$ cat src/rtl/ruleta_display_mux.sv
// ruleta_display_mux: roulette engine (spin -> constant-rate SPIN -> doubling-interval SLOW -> RESULT) driving a scanned active-low 7-seg bank; ports clk_main, reset, spin, stop -> value, busy, result_valid, seg[6:0]=a..g, an (an[0]=LSD); define RULETA_RESULT_BLINK_EN to blink the digits while in RESULT
module ruleta_display_mux #(
  parameter int NUM_VALUES  = 37,
  parameter int NUM_DIGITS  = 2,
  parameter int SPIN_DIV    = 50,
  parameter int SLOW_STEPS  = 8,
  parameter int REFRESH_DIV = 1000
) (
  input  logic                          clk_main,
  input  logic                          reset,
  input  logic                          spin,
  input  logic                          stop,
  output logic [$clog2(NUM_VALUES)-1:0] value,
  output logic                          busy,
  output logic                          result_valid,
  output logic [6:0]                    seg,
  output logic [NUM_DIGITS-1:0]         an
);
  localparam int VW = $clog2(NUM_VALUES);
  localparam int IW = SLOW_STEPS + $clog2(SPIN_DIV) + 2;
  localparam int CW = $clog2(SLOW_STEPS + 1);
  localparam int SW = NUM_DIGITS > 1 ? $clog2(NUM_DIGITS) : 1;
  localparam int RW = REFRESH_DIV > 1 ? $clog2(REFRESH_DIV) : 1;
  typedef enum logic [1:0] {IDLE, SPIN, SLOW, RESULT} state_t;
  state_t state;
  logic [IW-1:0] tmr, ival;
  logic [CW-1:0] cnt;
  logic [VW-1:0] nxt_val;
  logic [RW-1:0] rtmr;
  logic [SW-1:0] scan, nxt_scan;
  logic [6:0] seg_r, seg_nxt;
  logic [31:0] vx;
  logic [3:0] dig [NUM_DIGITS];
  logic [NUM_DIGITS-1:0] blk;
  function automatic logic [6:0] enc(input logic [3:0] x);
    case (x)
      4'd0: enc = 7'b0000001;
      4'd1: enc = 7'b1001111;
      4'd2: enc = 7'b0010010;
      4'd3: enc = 7'b0000110;
      4'd4: enc = 7'b1001100;
      4'd5: enc = 7'b0100100;
      4'd6: enc = 7'b0100000;
      4'd7: enc = 7'b0001111;
      4'd8: enc = 7'b0000000;
      4'd9: enc = 7'b0000100;
      default: enc = 7'b1111111;
    endcase
  endfunction
  function automatic int pow10(input int d);
    int p;
    p = 1;
    for (int i = 0; i < d; i++) p = p * 10;
    return p;
  endfunction
  assign vx = 32'(value);
  for (genvar d = 0; d < NUM_DIGITS; d++) begin : g_dig
    localparam int P = pow10(d);
    assign dig[d] = 4'((vx / P) % 10);
    assign blk[d] = d > 0 && vx < P;
  end
  assign nxt_val  = value == VW'(NUM_VALUES - 1) ? '0 : value + 1'b1;
  assign nxt_scan = scan == SW'(NUM_DIGITS - 1) ? '0 : scan + 1'b1;
  assign seg_nxt  = blk[nxt_scan] ? 7'b1111111 : enc(dig[nxt_scan]);
  always_ff @(posedge clk_main) begin
    if (reset) begin
      state        <= IDLE;
      value        <= '0;
      busy         <= 1'b0;
      result_valid <= 1'b0;
      tmr          <= '0;
      ival         <= '0;
      cnt          <= '0;
    end else begin
      case (state)
        IDLE, RESULT:
          if (spin) begin
            state        <= SPIN;
            tmr          <= '0;
            busy         <= 1'b1;
            result_valid <= 1'b0;
          end
        SPIN:
          if (stop) begin
            state <= SLOW;
            ival  <= IW'(2 * SPIN_DIV);
            tmr   <= '0;
            cnt   <= '0;
          end else if (tmr == IW'(SPIN_DIV - 1)) begin
            value <= nxt_val;
            tmr   <= '0;
          end else begin
            tmr <= tmr + 1'b1;
          end
        SLOW:
          if (tmr == ival - 1'b1) begin
            value <= nxt_val;
            ival  <= ival << 1;
            tmr   <= '0;
            cnt   <= cnt + 1'b1;
            if (cnt + 1'b1 == CW'(SLOW_STEPS)) begin
              state        <= RESULT;
              busy         <= 1'b0;
              result_valid <= 1'b1;
            end
          end else begin
            tmr <= tmr + 1'b1;
          end
        default: state <= IDLE;
      endcase
    end
  end
  always_ff @(posedge clk_main) begin
    if (reset) begin
      rtmr  <= '0;
      scan  <= '0;
      an    <= ~NUM_DIGITS'(1);
      seg_r <= 7'b0000001;
    end else if (rtmr == RW'(REFRESH_DIV - 1)) begin
      rtmr  <= '0;
      scan  <= nxt_scan;
      an    <= ~(NUM_DIGITS'(1) << nxt_scan);
      seg_r <= seg_nxt;
    end else begin
      rtmr <= rtmr + 1'b1;
    end
  end
`ifdef RULETA_RESULT_BLINK_EN
  localparam int BP = 16 * NUM_DIGITS * REFRESH_DIV;
  localparam int BW = $clog2(BP);
  logic [BW-1:0] bcnt;
  logic boff;
  always_ff @(posedge clk_main) begin
    if (reset || !result_valid) begin
      bcnt <= '0;
      boff <= 1'b1;
    end else if (bcnt == BW'(BP - 1)) begin
      bcnt <= '0;
      boff <= ~boff;
    end else begin
      bcnt <= bcnt + 1'b1;
    end
  end
  assign seg = seg_r | {7{boff & result_valid}};
`else
  assign seg = seg_r;
`endif
endmodule

$ cat config.mk
export PLATFORM = sky130hd
export DESIGN_NAME = ruleta_display_mux
export DESIGN_NICKNAME = d
export VERILOG_FILES = /design/src/rtl/ruleta_display_mux.sv
export SDC_FILE = /design/constraint.sdc
export NUM_CORES = 1
export LEC_CHECK = 0
export ABC_CLOCK_PERIOD_IN_PS = 8500
export BUFFER_PORTS_ARGS = -buffer_cell sky130_fd_sc_hd__buf_2
export CORE_UTILIZATION = 49
export CTS_BUF_LIST = sky130_fd_sc_hd__clkbuf_16
export CTS_CLUSTER_SIZE = 25
export DETAILED_ROUTE_END_ITERATION = 7
export GPL_ROUTABILITY_DRIVEN = 1
export GPL_TIMING_DRIVEN = 1
export PLACE_DENSITY = 0.68
export SLEW_MARGIN = 20
export SYNTH_ARGS = -nofsm -noshare
export SYNTH_HDL_FRONTEND = slang
export SYNTH_SLANG_ARGS = --single-unit
$ cat constraint.sdc
create_clock -name clk_main -period 8.5 [get_ports clk_main]
set_clock_uncertainty 0.1 [all_clocks]
set_input_delay 0.425 -clock clk_main [delete_from_list [all_inputs] [get_ports clk_main]]
set_output_delay 0.425 -clock clk_main [all_outputs]
set_load 0.05 [all_outputs]
==> metrics.md, run 1 <==
| Metric | Value |
|---|---|
| Setup_tns | 0 ps |
| Ys async rst share | 0% |
| Post-DRT Antenna Nets | 0 |
| Syn. warnings | 0 |
| Crit path DAT | 4390 ps |
| Ratio of final minimum period to clock period | 49.9% |
| Row count | 33 |
| Leading area contributor after synthesis | dfxtp_1 |
| Max-cap viol count | 0 |
| Hold crit path type | flop to flop |
| Slew Limit Headroom | 30.8% |
| Starting Density | 51.5% |
| Final min period | 4240 ps |
| WL/cell | 14.9 um |
| Power Total | 1030 uW |
| Fmax | 236 MHz |
| H-tree depth | 3 |
| Main synth FF type | dfxtp_1 |
| First-pass GRT wire length | 16700 um |
| Area of the multi-input gates | 2790 um^2 |
| Root buf cell | clkbuf_16 |
| CP Buf/Inv Count | 2 |
| FF/Latch Area | 1260 um^2 |
| Critical path's top delay family | compound AO/OA/AOI/OAI gates |
| Die area | 9190 um^2 |
| Sequential fraction of the synthesis area | 29.2% |
| # clock sinks | 63 |
| Status | completed |
| Hpwl dp | 7020 um |
| CTS Hold Bufs | 0 |
| Synthesized Nets | 584 |
| Synth Area per Inst | 7.74 um^2 |
| Remaining DRCs | 0 |
| Vias in the first global route | 3539 |
| Setup Fix Bufs, Post-CTS | 0 |
| Clk_lat worst skew | 330 ps |
| Vias | 3926 |
| Area grow syn2layout | 7.51% |
| Leakage | 0.00174 uW |
| Via density | 5.89 |
| DR pass1 iterations | 4 |
| Yosys reg bits | 63 |
| CTS resizes | 0 |
| Most frequent cells after synthesis | 63 x dfxtp_1, 51 x nor2_1, 46 x nand2_1, 40 x a21oi_1, 31 x nand3_1 |
| I/O Buffers | 20 |
| Largest net degree at the start of global routing | 38 |
| Gr usage total | 23.3% |
| Unrepaired setup endpoints after global routing | false |
| Top post-synthesis cells by area | dfxtp_1 29%, ha_1 6.4%, a21oi_1 4.6%, nor2_1 4.4%, nand2_1 4.0% |
| Total core area | 8380 um^2 |
| Crit path required time | 8650 ps |
| CTS tree | yes |
| Count leader, synth | dfxtp_1 |
| Worst Setup Start Kind | flop |
| Post-synth top area share | 29.2% |
| CP peak stage delay | 800 ps |
| Critical-path cell list | nor2_1, o21ai_0, inv_1, ha_1, a2111oi_0, o211a_1, nand2_1, o22ai_1, inv_1, ha_1, o2111a_1, a21oi_1 |
| Total Routed Length | 9950 um |
| Fraction of layout cells with a size suffix above 1 | 9.45% |
| Routability cong. | 0.917 |
| TritonCTS Buffers | 9 |
| Maximum VDD drop | 0.120 mV |
| Final Max Tran Viols | 0 |
| Final Hold Viols | 0 |
| Worst-margin pin slew | 1020 ps |
| CP max FO | 16 |
| DR iter-0 viols | 188 |
| WS Path Type | flop to flop |
| Synth cell types | 65 |
| Die Span Y | 95.9 um |
| Worst setup EP type | flop |
| Ant diodes | 0 |
| Number of synthesized flops with an enable pin | 0 |
| CTS clock-pin slew for the worst setup and hold paths | 50 ps |
| # setup viols final | 0 |
| Post-Syn Area | 4320 um^2 |
| Die W | 95.9 um |
| Pwr/cell area | 222 nW/um^2 |
| Fin nets | 582 |
| Clock Tree Buf Depth | 2 |
| Layout fillers | 801 |
| Ports | 21 |
| Antenna violations before repair | 0 |
| Gate Count Post-Synth | 558 |
| Critical-path top delay cell | a2111oi_0 |
| Grt ovf | 0 |
## metal layers
| layer | global-route usage [%] | wire length, um | share of wire, % | vias to the layer above |
|---|---|---|---|---|
| met4 | 7.46 | 153 | 1.5 | 0 |
| li1 | - | - | - | 2007 |
| met1 | 30.3 | 4760 | 48 | 1837 |
| met5 | 0 | 0 | 0 | - |
| met3 | 5.69 | 322 | 3.2 | 14 |
| met2 | 37.8 | 4710 | 47 | 68 |
## power breakdown
group / switching [uW] / total, uW / internal, uW
registers: 29.6 / 344 / 314
logic: 234 / 362 / 127
clock network: 131 / 323 / 192
## layout by cell type, fill, tap and decap left out, drive strengths merged, types with 14 or more instances in the layout
| master | count |
|---|---|
| o21ai | 26 |
| dfxtp | 63 |
| buf | 22 |
| a21oi | 41 |
| nand2 | 47 |
| ha | 22 |
| nand2b | 15 |
| nor2 | 51 |
| a31oi | 18 |
| nand3 | 31 |
| inv | 26 |
| nor3 | 17 |
| xnor2 | 15 |
| xor2 | 14 |
## registers in the layout, indices dropped and copies added (netlist names)
name / cells
tmr: 16
an: 2
ival: 14
cnt: 4
state: 2
rtmr: 10
value: 6
busy: 1
seg: 7
result_valid: 1
## stage by stage
step / util [%] / hold WS [ps] / setup slack [ps] / cell area (um^2) / std cells
2_1_floorplan: - / 330 / 4540 / 4320 / 558
3_3_place_gp: 52.2 / 347 / 4330 / 4380 / 650
3_5_place_dp: 52.2 / 358 / 4370 / 4380 / 650
4_1_cts: 55.3 / 364 / 4350 / 4640 / 666
5_1_grt: 55.4 / 391 / 3940 / 4640 / 666
6_report: 55.4 / 362 / 4260 / 4640 / 666
## final cells by class
type	count	area share, %
flip-flops and latches	63	27.2
well taps	105	2.83
repair buffers	22	2.48
clock inverters	7	0.701
clock buffers	9	4.85
inverters	24	1.94
multi-input cells	436	60.0
## final timing paths
check	start	end	slack, ps	cells after the start
setup / recovery	value[4]	seg[2]	4260	12
hold / removal	rtmr[0]	rtmr[0]	360	1
hold reg to reg	rtmr[0]	rtmr[0]	360	1
setup reg to reg	value[4]	seg[2]	4260	12
## kinds of logic (layout without fill, tap and decap cells)
kind of cell / count (synthesis) / count (layout) / synth area share (%)
AOI/OAI and AO/OA: 145 / 145 / 22.2
xor gates and xnor gates: 29 / 29 / 5.88
DFF: 63 / 63 / 29.2
and+or+nand+nor: 231 / 231 / 27.8
muxes: 9 / 9 / 2.14
adders and majority gates: 22 / 22 / 6.38
buffers and inverters: 59 / 62 / 6.38
No activity file was read; power rests on OpenSTA's default activity.
==> inputs of run 2 (changes only) <==
--- a/config.mk
+++ b/config.mk
@@ -5,7 +5,7 @@
 export SDC_FILE = /design/constraint.sdc
 export NUM_CORES = 1
 export LEC_CHECK = 0
-export ABC_CLOCK_PERIOD_IN_PS = 8500
+export ABC_CLOCK_PERIOD_IN_PS = 4100
 export BUFFER_PORTS_ARGS = -buffer_cell sky130_fd_sc_hd__buf_2
 export CORE_UTILIZATION = 49
 export CTS_BUF_LIST = sky130_fd_sc_hd__clkbuf_16
==> constraint.sdc (replaced) <==
create_clock -name clk_main -period 4.1 [get_ports clk_main]
set_clock_uncertainty 0.1 [all_clocks]
set_input_delay 0.205 -clock clk_main [delete_from_list [all_inputs] [get_ports clk_main]]
set_output_delay 0.205 -clock clk_main [all_outputs]
set_load 0.05 [all_outputs]
==> metrics.md, run 2 (synthesis gave the netlist of run 1 again) <==
| Metric | Value |
|---|---|
| Status | completed |
| Row count | 33 (unchanged) |
| Pwr/cell area | 491 nW/um^2 (+120%) |
| Clock Tree Buf Depth | 2 (unchanged) |
| Unrepaired setup endpoints after global routing | false |
| Hpwl dp | 7330 um (+4.5%) |
| Ratio of final minimum period to clock period | 93.7% (+44 points) |
| Fin Hold WS | 157 ps (-205 ps) |
| Root buf cell | clkbuf_16 |
| Fin area | 4850 um^2 (+4.5%) |
| Ant diodes | 0 (unchanged) |
| Power Total | 2380 uW (+130%) |
| CTS tree | yes |
| Final core occ | 57.9% (+2.5 points) |
| Ports | 21 (unchanged) |
| Maximum VDD drop | 0.259 mV (+120%) |
| Fraction of layout cells with a size suffix above 1 | 12.5% (+3.1 points) |
| Die Span Y | 95.9 um (unchanged) |
| CP Buf/Inv Count | 0 (-2) |
| Final Max Tran Viols | 0 (unchanged) |
| Max reg flops | 16 (unchanged) |
| Via density | 5.99 (+1.7%) |
| CTS clock-pin slew for the worst setup and hold paths | 60 ps (about the same) |
| Grt ovf | 0 (unchanged) |
| TritonCTS Buffers | 9 (unchanged) |
| DR pass1 iterations | 4 (unchanged) |
| Final Hold Viols | 0 (unchanged) |
| Remaining DRCs | 0 (unchanged) |
| Area grow syn2layout | 12.4% |
| Max-cap viol count | 0 (unchanged) |
| # clock sinks | 63 (unchanged) |
| CTS Hold Bufs | 0 (unchanged) |
| WL/cell | 15.3 um (+2.1%) |
| Worst Setup Start Kind | flop |
| Vias | 4081 (+3.9%) |
| # setup viols final | 0 (unchanged) |
| Setup_tns | 0 ps (unchanged) |
| Critical-path top delay cell | a211oi_1 |
| Final min period | 3840 ps (-397 ps) |
| I/O Buffers | 20 (unchanged) |
| Most frequent cells in the layout | 63 x dfxtp_1, 51 x nor2_1, 46 x nand2_1 |
| Setup Fix Bufs, Post-CTS | 0 (unchanged) |
| Routability cong. | 0.885 (-3.6%) |
| H-tree depth | 3 (unchanged) |
| Post-DRT Antenna Nets | 0 (unchanged) |
| CP peak stage delay | 440 ps (-360 ps) |
| Die area | 9190 um^2 (unchanged) |
| Fin nets | 597 (+2.6%) |
| Largest regs | tmr: 16 flops, ival: 14 flops, rtmr: 10 flops |
| First-pass GRT wire length | 17700 um (+5.9%) |
| WS Path Type | flop to flop |
| Worst setup EP type | flop |
| Critical path's top delay family | compound AO/OA/AOI/OAI gates |
| Antenna violations before repair | 0 (unchanged) |
| Total core area | 8380 um^2 (unchanged) |
| Vias in the first global route | 3863 (+9.2%) |
| Largest net degree at the start of global routing | 38 (unchanged) |
| Worst-margin pin slew | 702 ps (-320 ps) |
| Fmax | 260 MHz (+10%) |
| DR iter-0 viols | 121 (-36%) |
| Slew Limit Headroom | 53.2% (+22 points) |
| Register with the most flip-flops | tmr |
| Die W | 95.9 um (unchanged) |
| Crit path DAT | 4000 ps (-390 ps) |
| Leakage | 0.00186 uW (+6.8%) |
| Starting Density | 51.5% (unchanged) |
| Most common cell after layout, fill and taps aside | dfxtp_1 |
| DP Area | 4490 um^2 (+2.6%) |
| Hold crit path type | input port to flop |
| Gr usage total | 24.6% (+1.3 points) |
| Clk_lat worst skew | 330 ps (about the same) |
| Critical-path cell list | nor2_1, nor2b_1, ha_1, o21ba_2, a21oi_1, a211oi_1, xnor2_2, ha_1, a311oi_1, o21ai_0, o2111ai_1, nand2_1, o2111a_1, a21oi_1 |
| CP max FO | 9 (-7) |
| Crit path required time | 4260 ps (-4390 ps) |
| Total Routed Length | 10400 um (+4.4%) |
==> run 2: cell types whose count changed in the layout (fill, tap and decap cells not counted), sizes merged <==
cell | previous run | this run
bufinv | 0 | 3
buf | 22 | 37
inv | 26 | 25
clkinv | 4 | 3
clkinvlp | 1 | 0
==> run 2: layout make-up <==
| type | count | area (um^2) |
|---|---|---|
| clock buffers | 9 | 225 |
| clock inverters | 7 | 120 |
| fillers | 775 | 3530 |
| inverters | 24 | 90.1 |
| multi-input cells | 436 | 2800 |
| flip-flops and latches | 63 | 1260 |
| well taps | 105 | 131 |
| repair buffers | 37 | 228 |
==> run 2: timing repair <==
action	in CTS	in global routing
hold endpoints to repair	0	0
endpoints found under the setup margin	0	6
gates resized for setup	0	3
==> run 2: path summary, 6_finish.rpt <==
check,start,endpoint,slack [ps],depth (start not counted)
hold / removal,spin,busy,160,5
hold reg to reg,rtmr[0],rtmr[0],360,1
setup reg to reg,value[3],seg[2],260,14
setup / recovery,value[3],seg[2],260,14
==> run 2: stage by stage <==
step / cells / setup WS [ps]
after floorplan: 558 / 140
after global placement: 665 / 515
after detailed placement: 665 / 310
after CTS: 681 / 282
after global routing: 681 / 8.90
final: 681 / 259
==> run 2: where the power goes <==
| part | total (uW) | internal (uW) | switching [uW] |
|---|---|---|---|
| clock network | 890 | 596 | 294 |
| logic | 788 | 285 | 503 |
| registers | 704 | 651 | 53.2 |
==> run 2: layer usage <==
layer	part of all wire, %	routed length, um	vias up	track usage (%)
met5	0	0	-	0
met4	2.5	261	0	12.8
met3	3.4	355	20	4.11
met2	48	5040	86	41.2
met1	46	4740	1931	30.3
li1	-	-	2044	-
==> run 2: tightest hold or removal path: cells and delay by family <==
family / cells / cell delay, ps
and+or+nand+nor: 2 / 150
AOI/OAI and AO/OA: 2 / 100
buffers and inverters: 1 / 90
